[src/rtl/uart_ns_rx.sv]
// UART receive stage: deserialises 8N1/8N2 frames from an asynchronous rx pin
// and presents each byte on a valid/ready handshake with framing and overrun status.
module uart_ns_rx #(
    parameter int DATA_W     = 8,
    parameter int BAUD_DIV_W = 16
) (
    input  logic                  clk,
    input  logic                  rst_n,
    input  logic                  rx_pin_i,
    input  logic [BAUD_DIV_W-1:0] baud_div_i,
    input  logic                  two_stop_bits_i,
    output logic [DATA_W-1:0]     rx_data_o,
    output logic                  valid_o,
    input  logic                  ready_i,
    output logic                  frame_err_o,
    output logic                  overrun_o
);

    localparam int IDX_W = (DATA_W > 1) ? $clog2(DATA_W) : 1;

    typedef enum logic [2:0] {
        ST_IDLE,
        ST_START,
        ST_DATA,
        ST_STOP1,
        ST_STOP2,
        ST_DELIVER
    } state_t;

    state_t                state_q;
    logic                  rx_meta_q;
    logic                  rx_sync_q;
    logic                  rx_prev_q;
    logic [BAUD_DIV_W-1:0] cnt_q;
    logic [IDX_W-1:0]      bit_idx_q;
    logic [DATA_W-1:0]     shift_q;
    logic                  ferr_q;
    logic [DATA_W-1:0]     rx_data_q;
    logic                  valid_q;
    logic                  frame_err_q;
    logic                  overrun_q;

    logic                  sample_s;
    logic                  start_edge_s;
    logic                  accept_s;

    // Sample strobe, start edge and consumer handshake decode
    always_comb begin
        sample_s     = 1'b0;
        start_edge_s = 1'b0;
        accept_s     = 1'b0;
        // <= 1 rather than == 1 so an illegal divisor of 0 still makes progress
        if (cnt_q <= BAUD_DIV_W'(1)) begin
            sample_s = 1'b1;
        end else begin
            sample_s = 1'b0;
        end
        start_edge_s = ~rx_sync_q & rx_prev_q;
        accept_s     = valid_q & ready_i;
    end

    // Synchroniser, receive FSM and registered handshake outputs
    always_ff @(posedge clk) begin
        if (!rst_n) begin
            rx_meta_q   <= 1'b1;
            rx_sync_q   <= 1'b1;
            rx_prev_q   <= 1'b1;
            state_q     <= ST_IDLE;
            cnt_q       <= '0;
            bit_idx_q   <= '0;
            shift_q     <= '0;
            ferr_q      <= 1'b0;
            rx_data_q   <= '0;
            valid_q     <= 1'b0;
            frame_err_q <= 1'b0;
            overrun_q   <= 1'b0;
        end else begin
            rx_meta_q <= rx_pin_i;
            rx_sync_q <= rx_meta_q;
            rx_prev_q <= rx_sync_q;
            overrun_q <= 1'b0;
            if (accept_s) begin
                valid_q <= 1'b0;
            end

            case (state_q)
                ST_IDLE: begin
                    if (start_edge_s) begin
                        cnt_q   <= baud_div_i >> 1;
                        state_q <= ST_START;
                    end
                end
                ST_START: begin
                    if (sample_s) begin
                        cnt_q <= baud_div_i;
                        if (!rx_sync_q) begin
                            bit_idx_q <= '0;
                            ferr_q    <= 1'b0;
                            state_q   <= ST_DATA;
                        end else begin
                            state_q <= ST_IDLE;
                        end
                    end else begin
                        cnt_q <= cnt_q - BAUD_DIV_W'(1);
                    end
                end
                ST_DATA: begin
                    if (sample_s) begin
                        cnt_q   <= baud_div_i;
                        shift_q <= {rx_sync_q, shift_q[DATA_W-1:1]};
                        if (bit_idx_q == IDX_W'(DATA_W - 1)) begin
                            state_q <= ST_STOP1;
                        end else begin
                            bit_idx_q <= bit_idx_q + IDX_W'(1);
                        end
                    end else begin
                        cnt_q <= cnt_q - BAUD_DIV_W'(1);
                    end
                end
                ST_STOP1: begin
                    if (sample_s) begin
                        cnt_q   <= baud_div_i;
                        ferr_q  <= ferr_q | ~rx_sync_q;
                        state_q <= two_stop_bits_i ? ST_STOP2 : ST_DELIVER;
                    end else begin
                        cnt_q <= cnt_q - BAUD_DIV_W'(1);
                    end
                end
                ST_STOP2: begin
                    if (sample_s) begin
                        cnt_q   <= baud_div_i;
                        ferr_q  <= ferr_q | ~rx_sync_q;
                        state_q <= ST_DELIVER;
                    end else begin
                        cnt_q <= cnt_q - BAUD_DIV_W'(1);
                    end
                end
                ST_DELIVER: begin
                    // A byte still held unconsumed wins; the new one is dropped
                    if (!valid_q || accept_s) begin
                        rx_data_q   <= shift_q;
                        frame_err_q <= ferr_q;
                        valid_q     <= 1'b1;
                    end else begin
                        overrun_q <= 1'b1;
                    end
                    cnt_q   <= '0;
                    state_q <= ST_IDLE;
                end
                default: begin
                    cnt_q   <= '0;
                    state_q <= ST_IDLE;
                end
            endcase
        end
    end

    assign rx_data_o   = rx_data_q;
    assign valid_o     = valid_q;
    assign frame_err_o = frame_err_q;
    assign overrun_o   = overrun_q;

endmodule

[config.mk]
export PLATFORM = sky130hd
export DESIGN_NAME = uart_ns_rx
export DESIGN_NICKNAME = d
export VERILOG_FILES = /design/src/rtl/uart_ns_rx.sv
export SDC_FILE = /design/constraint.sdc
export NUM_CORES = 1
export LEC_CHECK = 0
export ABC_CLOCK_PERIOD_IN_PS = 3950
export BUFFER_PORTS_ARGS = -buffer_cell sky130_fd_sc_hd__clkbuf_2
export CORE_ASPECT_RATIO = 1.4
export CORE_UTILIZATION = 33
export CTS_CLUSTER_SIZE = 30
export DETAILED_ROUTE_END_ITERATION = 6
export PLACE_DENSITY_LB_ADDON = 0.1
export SLEW_MARGIN = 20
export SYNTH_ARGS = -nofsm -noshare
export SYNTH_HDL_FRONTEND = slang
export SYNTH_SLANG_ARGS = --single-unit
[constraint.sdc]
create_clock -name clk -period 3.95 [get_ports clk]
set_input_delay 0.79 -clock clk [delete_from_list [all_inputs] [get_ports clk]]
set_output_delay 0.79 -clock clk [all_outputs]
set_load 0.05 [all_outputs]
==> impl_metrics.py <==
metrics = {
    "cts": {
        "cts-root-buf": "clkbuf_8",
        "path_clk_slew_ns": 0.09,
        "cts_buffer_depth": 2,
        "cts_made_buffers": 5,
        "ctsHoldBuffers": 0,
        "htreeDepth": 2,
        "clock_sinks": 45,
        "cts_tree": "done",
        "post_cts_resized": 0,
        "cts_setup_buffers": 0,
        "clock_latency_ns": 0.31,
    },
    "timing": {
        "finalMaxSlewViolations": 0,
        "setup-tns-final_ns": 0,
        "period_needed_ns": 2.483,
        "clock_skew_ns": 0.007953,
        "hold_ws_ns": 0.4127,
        "tightest_slew_ns": 0.9571,
        "max_freq_ghz": 0.4027,
        "final.period_utilization": 0.6287,
        "rsz0062_at_grt": "no",
        "finalSetupViolCount": 0,
        "relSlewSlack": 0.3596,
        "hold_viol": 0,
    },
    "synthesis": {
        "synth_top_family_by_area": "simple AND/OR/NAND/NOR gates",
        "yosysWarnings": 0,
        "synth-simple-area-share": 0.2436,
        "yosys.area.top_type": "dfxtp_1",
        "synth_area_mm2": 0.002384,
        "ys_top_cells_by_area": "dfxtp_1 38%, mux2i_1 9.7%, o21ai_0 5.7%",
        "ys_ff_latch": 45,
        "synthDistinctLibCells": 45,
        "synthAdderAreaFrac": 0.02100,
        "synth-edff-count": 0,
        "synth.mux.area_fraction": 0.09659,
        "synth-compound-area-share": 0.1958,
        "ys_seq_area_frac": 0.3780,
        "async_reset_ff_frac": 0,
        "synth_xor_area_frac": 0.03307,
        "postSynthAreaPerCell_um2": 8.452,
        "synth_ff_type": "dfxtp_1",
        "synth_cells": 282,
        "synth_top_cell_area_share": 0.3780,
        "syn_nets": 307,
    },
    "finish": {
        "layoutNonFillerInstCount": 406,
        "drive_above_1_share": 0.1640,
        "num-fill-cells": 749,
        "diodes": 0,
        "area_growth_pct": 15.01,
        "final_cell_mix": "45 x dfxtp_1, 32 x nand2_1, 31 x clkbuf_2",
        "final_net_count": 335,
        "layout_commonest_cell": "dfxtp_1",
    },
    "grt": {
        "grt_pass1_vias": 2039,
        "grt_pass1_wl_um": 10050,
        "overflow": 0,
        "grt.total_usage": 0.1763,
        "grt_max_degree": 41,
        "antenna_found_initial": 0,
    },
    "worst_setup_path": {
        "critPathMaxFanout": 14,
        "cp_num_cells": 5,
        "reg2reg_slack_ns": 1.47,
        "crit_arrival_ns": 2.68,
        "crit_buf_inv": 0,
        "path_class": "reg -> reg",
        "critPathCaptureType": "flop",
        "timing.rr.start": "cnt_q[6]$_SDFFE_PN0P_",
        "crit_chain": "nor3_1, nand4b_2, or2_4, or4_4, o221a_1",
        "crit_path_max_incr_delay_ns": 0.62,
        "crit_required_ns": 4.15,
        "start_kind": "flop",
        "reg2reg_to": "ferr_q$_SDFFE_PN0P_",
        "critical_path.slowest_cell": "nor3_1",
        "worst_r2r_path_depth": 5,
        "path_delay_family": "simple AND/OR/NAND/NOR gates",
    },
    "floorplanning": {
        "die_area_mm2": 0.007571,
        "die_h_um": 102.6,
        "die_w_um": 73.83,
        "ios": 32,
        "core_mm2": 0.006982,
        "start_util": 0.3414,
        "rows": 36,
    },
    "min_path": {
        "min_to": "rx_sync_q$_SDFF_PN1_",
        "hp-class": "reg -> reg",
        "hold_depth": 1,
        "hold_start": "rx_meta_q$_SDFF_PN1_",
    },
    "outcome": {
        "status": "finished clean",
    },
    "job": {
        "cap_violations": 0,
    },
    "power_and_ir_drop": {
        "ir_worst_vdd_uv": 175.6,
        "power_density_mw_per_mm2": 457.3,
        "p_total_uw": 1254,
        "leakage_uw": 0.001040,
    },
    "placement": {
        "dpl.hpwl_um": 4492,
        "portBuffers": 31,
        "place_congestion": 0.8234,
        "dp.cells": 398,
    },
    "drt": {
        "viasPerCell": 5.207,
        "drtIter0Drc": 75,
        "wl_um": 6106,
        "route.detailed.drc": 0,
        "wl_per_cell_um": 15.04,
        "dr.pass1.iters": 4,
        "vias": 2114,
        "final_antenna_net_count": 0,
    },
}
==> worst register-to-register path, delay by kind of cell (launching register included) <==
family          cells  cell delay [ns]
compound gates      1             0.25
simple gates        4             1.78
flops               1             0.36
==> cells in the mapped netlist (5+ instances only) <==
cell type	n
clkbuf_1	12
nor2b_1	18
nor4_1	5
o21ai_0	27
a21oi_1	12
mux2i_1	23
o22ai_1	8
nor2_1	14
nand2b_1	11
a31oi_1	8
dfxtp_1	45
nand2_1	32
xnor2_1	5
nor3_1	6
==> stage by stage <==
stage               setup WS [ns]  instance area (um^2)    util
global placement            1.552                  2626  0.3762
detailed placement          1.491                  2626  0.3762
finish                      1.467                  2741  0.3927
floorplan                   1.738                  2384       -
global route                1.295                  2741  0.3927
CTS                         1.467                  2741  0.3927
==> area by class of cell <==
type,count,area [um^2],share of cell area
clock buffers,5,68.82,0.02510
well taps,95,118.9,0.04336
flip-flops and latches,45,900.9,0.3286
inverters,4,15.01,0.005477
multi-input cells,219,1406,0.5130
repair buffers,35,185.2,0.06755
clock inverters,3,46.29,0.01689
==> power by group <==
part           total (uW)  internal, uW  switching, uW
combinational         381           151            230
sequential            511           477           34.7
clock                 361           190            171
total                1250           818            436
==> sequential cells by signal, summed over array words and instances, names as in the netlist <==
signal	cells
valid_o	1
ferr_q	1
rx_prev_q	1
rx_sync_q	1
bit_idx_q	3
state_q	3
rx_meta_q	1
rx_data_o	8
shift_q	8
frame_err_o	1
cnt_q	16
overrun_o	1
==> cells by family after synthesis <==
group	after synthesis
simple gates	107
flops	45
compound gates	76
fa+ha+maj	4
mux	23
buf+inv	18
xor+xnor	9
==> how the worst max path moves through the flow <==
stage	endpoint	start
after floorplan	ferr_q$_SDFFE_PN0P_	cnt_q[3]$_SDFFE_PN0P_
after global placement	ferr_q$_SDFFE_PN0P_	cnt_q[11]$_SDFFE_PN0P_
after detailed placement	ferr_q$_SDFFE_PN0P_	cnt_q[6]$_SDFFE_PN0P_
after CTS	ferr_q$_SDFFE_PN0P_	cnt_q[6]$_SDFFE_PN0P_
after global routing	ferr_q$_SDFFE_PN0P_	cnt_q[6]$_SDFFE_PN0P_
final	ferr_q$_SDFFE_PN0P_	cnt_q[6]$_SDFFE_PN0P_
==> metal layers <==
layer | wire length (um) | vias to the layer above | GRT usage
met5 | 0 | - | 0
met4 | 204 | 0 | 0.08728
met3 | 201 | 18 | 0.03421
met2 | 3108 | 56 | 0.3147
met1 | 2591 | 967 | 0.1972
li1 | - | 1073 | -
Power figures use the tool's default switching activity.
